===== src/rtl/bcd_ascii_serializer.sv =====
// Latches a packed BCD value on start and streams it out as ASCII characters,
// most-significant digit first, over a valid/ready handshake.
module bcd_ascii_serializer #(
  parameter int         DIGITS        = 3,
  parameter bit         BLANK_LEADING = 1'b1,
  parameter logic [7:0] BLANK_CHAR    = 8'h20,
  parameter logic [7:0] BAD_CHAR      = 8'h3F
) (
  input  logic                  clk,
  input  logic                  rst_n,
  input  logic [4*DIGITS-1:0]   bcd_in,
  input  logic                  start,
  output logic                  busy,
  output logic [7:0]            char_out,
  output logic                  char_valid,
  input  logic                  char_ready,
  output logic                  char_last,
  output logic                  done
);

  localparam int W     = 4 * DIGITS;
  localparam int IDX_W = (DIGITS > 1) ? $clog2(DIGITS) : 1;
  localparam logic [IDX_W-1:0] TOP_IDX = IDX_W'(DIGITS - 1);

  typedef enum logic {IDLE, SEND} state_t;

  state_t           state;
  logic [W-1:0]     value;
  logic [IDX_W-1:0] idx;
  logic             blank;

  logic [W-1:0]     shifted;
  logic [8:0]       first_map;
  logic [8:0]       next_map;
  logic             xfer;

  // Returns {blank flag after this digit, character}.
  function automatic logic [8:0] map_digit(input logic [3:0] d,
                                           input logic       blank_in,
                                           input logic       lsd);
    if (d > 4'd9)
      return {1'b0, BAD_CHAR};
    else if (blank_in && (d == 4'd0) && !lsd)
      return {1'b1, BLANK_CHAR};
    else
      return {1'b0, 8'h30 + {4'h0, d}};
  endfunction

  // The latched value shifts left per transfer, so the digit being sent is
  // always the top nibble and the next one is the top nibble of the shift.
  always_comb begin
    shifted   = value << 4;
    first_map = map_digit(bcd_in[W-1 -: 4], BLANK_LEADING, DIGITS == 1);
    next_map  = map_digit(shifted[W-1 -: 4], blank, idx == IDX_W'(1));
    xfer      = char_valid && char_ready;
  end

  always_ff @(posedge clk or negedge rst_n) begin
    if (!rst_n) begin
      state      <= IDLE;
      value      <= '0;
      idx        <= '0;
      blank      <= 1'b0;
      busy       <= 1'b0;
      char_out   <= '0;
      char_valid <= 1'b0;
      char_last  <= 1'b0;
      done       <= 1'b0;
    end else begin
      done <= 1'b0;
      case (state)
        IDLE: begin
          if (start) begin
            value      <= bcd_in;
            idx        <= TOP_IDX;
            blank      <= first_map[8];
            char_out   <= first_map[7:0];
            char_valid <= 1'b1;
            char_last  <= (DIGITS == 1);
            busy       <= 1'b1;
            state      <= SEND;
          end
        end
        SEND: begin
          if (xfer) begin
            if (idx == '0) begin
              char_valid <= 1'b0;
              char_last  <= 1'b0;
              busy       <= 1'b0;
              done       <= 1'b1;
              state      <= IDLE;
            end else begin
              value     <= shifted;
              idx       <= idx - 1'b1;
              blank     <= next_map[8];
              char_out  <= next_map[7:0];
              char_last <= (idx == IDX_W'(1));
            end
          end
        end
        default: state <= IDLE;
      endcase
    end
  end

endmodule


===== config.mk =====
export PLATFORM = sky130hd
export DESIGN_NAME = bcd_ascii_serializer
export DESIGN_NICKNAME = d
export VERILOG_FILES = /design/src/rtl/bcd_ascii_serializer.sv
export SDC_FILE = /design/constraint.sdc
export NUM_CORES = 1
export LEC_CHECK = 0
export ABC_AREA = 1
export BUFFER_PORTS_ARGS = -buffer_cell sky130_fd_sc_hd__buf_2
export CAP_MARGIN = 15
export CORE_ASPECT_RATIO = 1.25
export CORE_MARGIN = 2
export CORE_UTILIZATION = 46
export CTS_CLUSTER_DIAMETER = 100
export CTS_CLUSTER_SIZE = 12
export DETAILED_ROUTE_END_ITERATION = 10
export PLACE_DENSITY = 0.74
export SETUP_SLACK_MARGIN = 0.3
export SYNTH_ARGS = -nofsm -noshare
export SYNTH_HDL_FRONTEND = slang
export SYNTH_SLANG_ARGS = --single-unit

===== constraint.sdc =====
create_clock -name clk -period 1.3 [get_ports clk]
set_input_delay 0.065 -clock clk [delete_from_list [all_inputs] [get_ports clk]]
set_output_delay 0.065 -clock clk [all_outputs]
set_load 0.01 [all_outputs]

==> impl_metrics.yaml <==
sta:
  clock_skew_ns: 0.00243
  timing.final.ws_setup_ns: 0.0131
  hold_viol: 0
  fmax_mhz: 777
  report.final.slew_viol_count: 0
  finalSetupViolations: 0
  rsz0062_at_grt: "true"
  min_period_ns: 1.29
  timing.final.crit_share_pct: 99.0
floorplanning:
  die_w_um: 46.8
  dieHeight_um: 57.5
  die_area_um2: 2690
  io_pins: 28
  start_util_pct: 48.1
  core_area_um2: 2190
  rows: 19
placement:
  pre_cts_slack_ns: 0.0355
  gp_congestion: 0.836
  hpwl_um: 1540
  dp_cells: 189
  io_buffers: 25
yosys:
  synth-seq-cells: 21
  netlist_area_um2: 1050
  yosysUniqueCellTypes: 20
  ys_warn_count: 0
  netlist_instances: 133
  synth.avg_cell_area_um2: 7.91
  ys_seq_area_share_pct: 49.9
global_route:
  grt_pass1_wl_um: 3620
  grt_max_degree: 22
  antenna_found_initial: 0
  grt-ovfl-total: 0
  grt.total_usage_pct: 18.3
  grt_pass1_vias: 891
worst_setup_path:
  cp-start-kind: "flip-flop"
  critPathKind: "reg -> reg"
  crit_arrival_ns: 1.49
  path_cells: "inv_2, ha_4, inv_2, nand4_1, nand2_4, buf_2, o21ai_1"
  crit_top_cell: "inv_2"
  crit_required_ns: 1.50
  crit_slowest_cell: "dfrtp_1"
  crit_path_end_kind: "flip-flop"
  path_max_fanout: 9
  critPathMaxStageDelay_ns: 0.38
drt:
  first_pass_iters: 4
  final_antenna_net_count: 0
  vias: 941
  drc_errors: 0
  vias_per_cell: 4.68
  finalWirelength_um: 2120
  wire_per_inst_um: 10.6
  drtIter0Drc: 25
final_layout:
  syn2layout_area_growth_pct: 27.8
  antenna_cells: 0
  fin_nets: 190
  layoutNonFillerInstCount: 201
  drive_above_1_share_pct: 27.6
  finish.utilization_pct: 61.5
power_and_ir_drop:
  p_per_area_nw_per_um2: 2040
  power_leakage_uw: 0.000753
  ir_drop_v: 0.00123
flow_run:
  maxCapViolations: 0
clocking:
  clock_path_buffers: 2
  clock_latency_ns: 0.30
  clkTransAtPathRegs_ns: 0.12
  root_buffer: "clkbuf_4"
  cts_buffers: 3
  cts_tree: "built"
  clock-sinks: 21
  htreeDepth: 1
min_path:
  hold_class: "in -> reg"
status:
  status: "complete, no violations"
## stage by stage
step	hold WS (ns)	TNS, ns	area (um2)	total power (uW)
6_report	0.00815	0	1350	2740
3_5_place_dp	0.0500	0	1230	2340
3_3_place_gp	0.0446	0	1230	2300
4_1_cts	0.00526	0	1350	2770
2_1_floorplan	-0.231	0	1080	1980
5_1_grt	0.0197	-1.20	1350	3010
## cells by family (layout without fill, tap and decap cells)
| kind of cell | after synthesis | after routing | synth area share [%] |
|---|---|---|---|
| other cells | 1 | 2 | 0.356 |
| mux | 1 | 1 | 0.951 |
| buf+inv | 18 | 54 | 9.16 |
| simple gates | 77 | 77 | 29.8 |
| compound gates | 12 | 12 | 6.18 |
| flops | 21 | 21 | 49.9 |
| fa+ha+maj | 3 | 3 | 3.57 |
## per-layer routing
metal	up-vias	part of all wire, %	track usage, %
met5	-	0	0
met4	0	1.1	7.14
met3	4	2.5	1.90
met2	14	51	30.1
met1	440	45	24.0
li1	483	-	-
## state kept, by name, summed over array words and instances (netlist names)
register / flops
blank: 1
char_last: 1
char_out: 6
char_valid: 1
done: 1
idx: 2
state: 1
value: 8
## worst paths after layout
path / start / endpoint / slack (ns) / cells past startpoint
worst max-delay path: idx[0] / value[4] / 0.01 / 7
worst min-delay path: start / state / 0.008 / 3
worst max register to register: idx[0] / value[4] / 0.01 / 7
worst min register to register: char_out[3] / char_out[3] / 0.48 / 2
max in group asynchronous: rst_n / char_valid / 0.75 / 2
min in group asynchronous: rst_n / char_out[4] / 0.23 / 2
## where the power goes
part | internal [uW] | total [uW] | switching [uW]
combinational | 590 | 1370 | 785
clock | 115 | 317 | 202
sequential | 903 | 1050 | 144
## cells in the final DEF (no fill, tap or decap), drive strengths merged
| cell type | n |
|---|---|
| nor2 | 9 |
| ha | 3 |
| nand2 | 54 |
| nand3 | 11 |
| buf | 34 |
| nand3b | 1 |
| or2 | 1 |
| nand4 | 1 |
| clkinv | 1 |
| a21o | 2 |
| a21oi | 1 |
| dfrtp | 21 |
| conb | 2 |
| dlygate4sd3 | 5 |
| mux2i | 1 |
| inv | 11 |
| o21ai | 9 |
| clkbuf | 3 |
## Yosys cell counts
cell      instances  area, um2
a21o_1            2       15.0
a21oi_1           1       5.00
buf_2             2       10.0
buf_4             3       22.5
buf_6             2       22.5
conb_1            1       3.75
dfrtp_1          21        526
ha_1              3       37.5
inv_1             9       33.8
inv_2             2       7.51
mux2i_1           1       10.0
nand2_1          53        199
nand2_2           1       6.26
nand3_1          11       55.1
nand3b_1          1       7.51
nand4_1           1       6.26
nor2_1            9       33.8
o21ai_0           3       15.0
o21ai_1           6       30.0
or2_1             1       6.26
## critical path: cells and delay by family, from the launching register on
family,cells,cell delay (ns)
buf+inv,3,0.27
flops,1,0.38
fa+ha+maj,1,0.15
simple gates,2,0.32
compound gates,1,0.07
## repair_timing
item	CTS	global route
cloned	1	0
hold buffers	5	0
hold endpoints to repair	25	0
pin swaps	1	0
gates resized for setup	4	1
endpoints found under the setup margin	21	21
setup buffers	2	0
## area by class of cell
type | instances | area, um2
clock inverter | 1 | 5.00
fill | 208 | 842
inverter | 11 | 43.8
tap | 31 | 38.8
sequential | 21 | 526
clock buffer | 3 | 22.5
timing repair buffer | 39 | 248
multi-input combinational | 95 | 462
Note: power is estimated with default switching activity, not from simulation.
